## src/rtl/word_adder_sched.sv

```systemverilog
// word_adder_sched: shares one word_adder between two requesters. Arbitrates, drives the
// adder func sequence (LOAD, then ENABLE for RUN_CYCLES), waits WAIT_CYCLES for the result
// to settle, then returns the captured result on a valid/ready response channel.
// Build option: define WORD_ADDER_SCHED_RR_EN for round-robin tie-breaking; otherwise
// requester 0 has fixed priority.
module word_adder_sched #(
  parameter int unsigned WIDTH       = 9,
  parameter int unsigned RUN_CYCLES  = 1,  // 1..15
  parameter int unsigned WAIT_CYCLES = 1   // 0..15
) (
  input  logic             clk,
  input  logic             rst,
  input  logic             req0_valid,
  output logic             req0_ready,
  input  logic [WIDTH-1:0] req0_data,
  input  logic             req1_valid,
  output logic             req1_ready,
  input  logic [WIDTH-1:0] req1_data,
  output logic             rsp_valid,
  input  logic             rsp_ready,
  output logic [WIDTH-1:0] rsp_data,
  output logic             rsp_id,
  output logic [1:0]       adder_func,
  output logic [WIDTH-1:0] adder_in_word,
  input  logic [WIDTH-1:0] adder_result,
  output logic             busy
);

  localparam logic [2:0] StIdle = 3'd0;
  localparam logic [2:0] StLoad = 3'd1;
  localparam logic [2:0] StRun  = 3'd2;
  localparam logic [2:0] StWait = 3'd3;
  localparam logic [2:0] StResp = 3'd4;

  localparam logic [1:0] FuncIdle   = 2'd0;
  localparam logic [1:0] FuncLoad   = 2'd1;
  localparam logic [1:0] FuncEnable = 2'd2;

  localparam logic [3:0] RunLoad  = 4'(RUN_CYCLES - 1);
  // Only used when WaitEn is set, so the underflow for WAIT_CYCLES == 0 is harmless.
  localparam logic [3:0] WaitLoad = 4'(WAIT_CYCLES - 1);
  localparam bit         WaitEn   = (WAIT_CYCLES != 0);

  logic [2:0]       state_q, state_d;
  logic [WIDTH-1:0] op_q, op_d;
  logic             id_q, id_d;
  logic [3:0]       cnt_q, cnt_d;
  logic [WIDTH-1:0] rsp_data_q, rsp_data_d;
  logic             rsp_id_q, rsp_id_d;
  logic             grant_id;
  logic             accept;

`ifdef WORD_ADDER_SCHED_RR_EN
  logic last_grant_q, last_grant_d;
`endif

  // Pick the requester to serve; ties go to the one not served last (RR) or to requester 0.
  always_comb begin
`ifdef WORD_ADDER_SCHED_RR_EN
    if (req0_valid && req1_valid) begin
      grant_id = ~last_grant_q;
    end else begin
      grant_id = ~req0_valid;
    end
`else
    grant_id = ~req0_valid;
`endif
  end

  // Accept only in IDLE and never while reset is asserted.
  always_comb begin
    accept     = (state_q == StIdle) && !rst && (req0_valid || req1_valid);
    req0_ready = accept && !grant_id;
    req1_ready = accept && grant_id;
  end

  // Next-state, operand latch, cycle counter and result capture.
  always_comb begin
    state_d    = state_q;
    op_d       = op_q;
    id_d       = id_q;
    cnt_d      = cnt_q;
    rsp_data_d = rsp_data_q;
    rsp_id_d   = rsp_id_q;
`ifdef WORD_ADDER_SCHED_RR_EN
    last_grant_d = last_grant_q;
`endif
    case (state_q)
      StIdle: begin
        if (accept) begin
          op_d    = grant_id ? req1_data : req0_data;
          id_d    = grant_id;
          state_d = StLoad;
`ifdef WORD_ADDER_SCHED_RR_EN
          last_grant_d = grant_id;
`endif
        end
      end
      StLoad: begin
        state_d = StRun;
        cnt_d   = RunLoad;
      end
      StRun: begin
        if (cnt_q == 4'd0) begin
          if (WaitEn) begin
            state_d = StWait;
            cnt_d   = WaitLoad;
          end else begin
            // No settle time: sample the adder on the last ENABLE cycle.
            state_d    = StResp;
            rsp_data_d = adder_result;
            rsp_id_d   = id_q;
          end
        end else begin
          cnt_d = cnt_q - 4'd1;
        end
      end
      StWait: begin
        if (cnt_q == 4'd0) begin
          state_d    = StResp;
          rsp_data_d = adder_result;
          rsp_id_d   = id_q;
        end else begin
          cnt_d = cnt_q - 4'd1;
        end
      end
      StResp: begin
        if (rsp_ready) begin
          state_d = StIdle;
        end
      end
      default: state_d = StIdle;
    endcase
  end

  // State registers with synchronous reset; an in-flight operation is simply dropped.
  always_ff @(posedge clk) begin
    if (rst) begin
      state_q    <= StIdle;
      op_q       <= '0;
      id_q       <= 1'b0;
      cnt_q      <= 4'd0;
      rsp_data_q <= '0;
      rsp_id_q   <= 1'b0;
`ifdef WORD_ADDER_SCHED_RR_EN
      last_grant_q <= 1'b1;
`endif
    end else begin
      state_q    <= state_d;
      op_q       <= op_d;
      id_q       <= id_d;
      cnt_q      <= cnt_d;
      rsp_data_q <= rsp_data_d;
      rsp_id_q   <= rsp_id_d;
`ifdef WORD_ADDER_SCHED_RR_EN
      last_grant_q <= last_grant_d;
`endif
    end
  end

  // Adder control and response outputs decoded from state.
  always_comb begin
    adder_func = FuncIdle;
    case (state_q)
      StLoad:  adder_func = FuncLoad;
      StRun:   adder_func = FuncEnable;
      default: adder_func = FuncIdle;
    endcase
    adder_in_word = op_q;
    rsp_valid     = (state_q == StResp);
    rsp_data      = rsp_data_q;
    rsp_id        = rsp_id_q;
    busy          = (state_q != StIdle);
  end

endmodule
```

## config.mk

```make
export PLATFORM = sky130hd
export DESIGN_NAME = word_adder_sched
export DESIGN_NICKNAME = d
export VERILOG_FILES = /design/src/rtl/word_adder_sched.sv
export SDC_FILE = /design/constraint.sdc
export NUM_CORES = 1
export LEC_CHECK = 0
export ABC_CLOCK_PERIOD_IN_PS = 5200
export CORE_ASPECT_RATIO = 1.75
export CORE_MARGIN = 4
export CORE_UTILIZATION = 45
export CTS_CLUSTER_DIAMETER = 50
export DETAILED_ROUTE_END_ITERATION = 10
export GPL_ROUTABILITY_DRIVEN = 1
export GPL_TIMING_DRIVEN = 0
export PLACE_DENSITY_LB_ADDON = 0.1
export SKIP_CTS_REPAIR_TIMING = 1
export SKIP_LAST_GASP = 1
export SLEW_MARGIN = 25
export SYNTH_ARGS = -nofsm -noshare
export SYNTH_HDL_FRONTEND = slang
export SYNTH_SLANG_ARGS = --single-unit
```

## constraint.sdc

```tcl
create_clock -name clk -period 5.2 [get_ports clk]
set_input_delay 1.56 -clock clk [delete_from_list [all_inputs] [get_ports clk]]
set_output_delay 1.56 -clock clk [all_outputs]
set_load 0.01 [all_outputs]
```

# After elaboration in Yosys (flattened, before gate mapping)
# Index checks and enable logic that the tools add are counted.
dict set report totals {
  ff_bits 27
  in_bits 32
  out_inout_bits 25
  wordCells 41
}
dict set report op_classes {
  add_sub_neg 1
  n_eq_ne 9
  mux 10
  bitwise_logic 1
  n_reduce_logical 14
}
# op n
set op_table {}
lappend op_table {{3-bit one-hot mux with 5 select lines} 1}
lappend op_table {{3-bit two-way mux} 4}
lappend op_table {{4-bit one-hot mux with 3 select lines} 1}
lappend op_table {{9-bit two-way mux} 1}
lappend op_table {{4-bit two-way mux} 2}
lappend op_table {{2-bit != test, second input constant} 4}
lappend op_table {{3-bit by 2-bit equality test with 1-bit output, second input constant} 2}
lappend op_table {{2-bit AND reduction} 3}
lappend op_table {{3-bit nonzero test} 2}
lappend op_table {{1-bit logical AND} 4}
lappend op_table {{4-bit zero test} 1}
lappend op_table {{2-bit one-hot mux with 2 select lines} 1}
lappend op_table {{4-bit AND reduction} 1}
lappend op_table {{4-bit by 1-bit subtractor with 4-bit output, second input constant} 1}
lappend op_table {{3-bit by 1-bit equality test with 1-bit output, second input constant} 1}
lappend op_table {{3-bit equality test, second input constant} 1}
lappend op_table {{3-bit zero test} 1}
lappend op_table {{2-bit by 1-bit != test with 1-bit output, second input constant} 1}
lappend op_table {{1-bit zero test} 1}
lappend op_table {{1-bit logical OR} 1}
lappend op_table {{1-bit inverter} 1}

# Depth between registers and ports, before layout
dict set report depth {
  word_depth 5
  depth_mapped 7
  depth_no_buf 6
}

# Least setup slack after synthesis
# No wires, ideal clock.
dict set report synth_timing {
  path_type {input port to output port}
  startpoint {input req0_valid}
  endpoint {output req1_ready}
  t_arrival_ps 2306
  t_required_ps 3640
  path_slack_ps 1334
  path_stages 2
  path_buffers 1
  cell_sequence {buf_1 > nor4_1}
}
dict set report synth_between {
  elab_chain_cells 3
  elab_cells_between_ends 4
  classes_between {bitwise (1); reduce/logical (3)}
}
# item line_no
set synth_lines {}
lappend synth_lines {{from (decl)} 13} ;# input logic req0_valid,
lappend synth_lines {{1-bit logical OR} 72} ;# accept = (state_q == StIdle) && !rst && (req0_valid || req1_valid);
lappend synth_lines {{1-bit logical AND} 72}
lappend synth_lines {{1-bit logical AND *} 74} ;# req1_ready = accept && grant_id;
lappend synth_lines {{to (decl)} 17} ;# output logic req1_ready,
# Mark *: on every way between the ends. The rest lies on a longest branch, timed or not.

# Final worst setup path
dict set report layout_timing {
  startpoint {input req0_valid}
  endpoint {output req0_ready}
}
dict set report layout_between {
  elab_chain_cells 3
}
# item line_no
set layout_lines {}
lappend layout_lines {{1-bit logical OR} 72}
lappend layout_lines {{1-bit logical AND} 72}
lappend layout_lines {{1-bit logical AND *} 73} ;# req0_ready = accept && !grant_id;
lappend layout_lines {{to (decl)} 14} ;# output logic req0_ready,
# Marks and branches as above.

==> impl_results.md <==
* # DRC at 0
* Post-Layout Cell Count at 218
* Yosys reg bits at 27
* Critical path's slowest cell: clkdlybuf4s50_1
* Worst VDD drop at 0.264 mV
* Slew Limit Fails at 0
* Cell Count Post-Placement at 214
* Nets@finish at 226
* Ys Warns at 0
* Psw at 0.000236 W
* Die width at 49.1 um
* Row count at 25
* Initial Util at 48.3%
* Crit Path Class: primary input to primary output
* Leak at 0.810 nW
* Worst relative slew slack at 55.2%
* Reg2reg start: cnt_q[0]
* Fillers at 236
* Post-Synthesis Cell Area at 0.00133 sq mm
* Antenna Nets Post-Route at 0
* Mean post-synth cell area at 10.1 sq um
* Critical path endpoint: req0_ready
* Worst-margin pin slew at 0.672 ns
* GR Util All Layers at 18.3%
* Outcome: completed
* CTS buffer count at 3
* Fin Hold WS at 0.506 ns
* Final Critical Period at 5.03 ns
* Global-route wire length before repair at 5.64 mm
* Seq/Total Area, Yosys at 40.7%
* RSZ-0062 raised after global routing: no
* Reg2reg path depth at 6
* Critical Path RT at 3.64 ns
* Clock buffer depth at 2
* CTS tree: built
* Syn Inst Count at 131
* Sequential fraction of design power at 38.1%
* Top Metal Used: met4
* Skew-Pair Late Insertion Delay at 0.27 ns
* Drt total wl at 3.40 mm
* Port Buffer Count at 56
* Worst path arrival time at 3.47 ns
* RePlAce Congestion at 0.722
* Setup crit start: req0_valid
* Total vias in the final route at 1207
* DIE HEIGHT at 79.9 um
* Core area at 0.00275 sq mm
* Final Setup Violations at 0
* Initial DRC count at 18
* Total negative slack at 0 ns
* Clk pwr share at 17.7%
* Gr ovfl total at 0
* Area grow syn2layout at 48.1%
* Cell-internal power at 0.000447 W
* Tcrit/Tclk final at 96.7%
* Dpl hpwl at 2.65 mm
* Syn_nets at 165
* Max H-tree Level at 1
* Final Hold Viols at 0
* Per-cell routed wire length at 15.6 um
* Met1 WL at 1.25 mm
* Combinational share of power at 44.2%
* Met3 WL post-DR at 155 um
* Post-synth cell types at 37
* Clock sinks at 27
* Fmax at 199 MHz
* Crit-path max cell delay at 0.56 ns
* Met2 wire length at 1.92 mm
* Clock slew at reported path FFs at 0.09 ns
* Pre-antenna DRT Iters at 4
* Share of layout cells above drive strength 1 at 18.3%
* Switching Share at 34.6%
* Worst setup SP type: primary input
* Pin count of the biggest net entering global routing at 15
* Area after DPL at 0.00192 sq mm
* Crit. End Element: primary output
* Antenna violations before repair at 0
* Cell Chain, Critical Path: clkdlybuf4s50_1 -> buf_1 -> and2_1 -> clkdlybuf4s50_1
* Vias/cell at 5.54
* Power Density at 347 mW/mm^2
* R2R Setup Slk at 3.43 ns
* Worst r2r dst: cnt_q[2]
* Hold Path Class: flop to flop
* Clock Skew at 0.00601 ns
* Clock root buffer: clkbuf_8
* Max_cap viols at 0
* Io pins at 57
* Most common cell on crit path: clkdlybuf4s50_1
* Vias in the first global route at 1294
* N_diodes at 0
* Final instance area at 0.00197 sq mm
* Crit path max fanout at 10
* Die ar. at 0.00392 sq mm
power groups by stage:
stage / Clock (W) / Combinational [W] / Sequential (W)
finish: 0.000121 / 0.000302 / 0.000261
global route: 0.000131 / 0.000331 / 0.000265
CTS: 0.000121 / 0.000304 / 0.000260
detailed placement: 0 / 0.000302 / 0.000265
global placement: 0 / 0.000294 / 0.000262
floorplan: 0 / 0.000178 / 0.000269
layout by cell type (no fill, tap or decap), types with 4 or more instances in the layout:
master / Yosys / final
a211oi_2: 9 / 9
a21oi_1: 4 / 4
clkdlybuf4s50_1: 0 / 56
dfxtp_1: 27 / 27
inv_1: 4 / 4
mux2i_1: 19 / 19
nor2_1: 13 / 13
nor2_2: 9 / 9
final cells by class:
class	count	area, sq um	area share, %
plain buffers	10	63.8	3.24
multi-input cells	89	706	35.9
flip-flops and latches	27	541	27.5
clock buffers	4	45.0	2.29
inverters	5	18.8	0.954
repair buffers	56	561	28.5
well taps	27	33.8	1.72
metrics by stage:
stage | setup WS, ns | power (W) | util, %
6_report | 0.173 | 0.000684 | 71.5
3_5_place_dp | 0.175 | 0.000567 | 69.9
5_1_grt | 0.0791 | 0.000726 | 71.5
4_1_cts | 0.161 | 0.000685 | 71.5
3_3_place_gp | 0.201 | 0.000556 | 69.9
2_1_floorplan | 1.33 | 0.000448 | -
how the worst min path moves through the flow:
stage	from	to	slack, ns	cells after the start
after floorplan	id_q	rsp_id	0.46	2
after global placement	rsp_data[7]	rsp_data[7]	0.48	2
final	rsp_data[1]	rsp_data[1]	0.51	2
after CTS	rsp_data[1]	rsp_data[1]	0.51	2
after global routing	rsp_data[0]	rsp_data[0]	0.54	2
after detailed placement	rsp_data[1]	rsp_data[1]	0.49	2
cells by family after synthesis:
| logic type | count (synthesis) | share of synthesized area, % |
|---|---|---|
| AOI/OAI and AO/OA | 24 | 16.3 |
| buffers and inverters | 15 | 6.21 |
| muxes | 19 | 14.3 |
| and+or+nand+nor | 44 | 20.6 |
| DFF | 27 | 40.7 |
| adders and majority gates | 2 | 1.88 |
registers in the layout (all words and copies together) (netlist names):
| signal | cells |
|---|---|
| id_q | 1 |
| cnt_q | 4 |
| adder_in_word | 9 |
| rsp_data | 9 |
| state_q | 3 |
| rsp_id | 1 |
synthesized netlist by cell type, drive strengths merged:
master    n  share of area (%)
inv       5                1.4
a31o      1               0.66
o21bai    1               0.57
a21o      1               0.57
nor3b     3                2.1
nor2     22                7.9
or3b      1               0.66
nand2     3               0.85
and2      2               0.94
mux2i    19                 14
nand2b    1               0.47
buf       9                4.5
a2111oi   1                1.1
nand4b    2                1.3
and3      1               0.47
a21boi    1               0.57
nand3b    1               0.57
clkbuf    1               0.28
o31ai     1               0.57
o22a      1               0.66
a21oi     4                1.5
a211oi    9                8.5
o21ai     3                1.1
nor4      1               0.47
a31oi     1               0.47
ha        2                1.9
or4       1               0.57
dfxtp    27                 41
nor3      6                4.3
per-layer routing:
metal  vias up  global-route usage, %
met5         -                      0
met3         7                   4.49
met4         0                   7.82
met1       577                   18.8
li1        585                      -
met2        38                   33.9
worst max-delay path: cells and delay by family:
family | cells | cell delay, ns
buf+inv | 3 | 1.65
simple gates | 1 | 0.26
(Power assumes the default switching activity.)
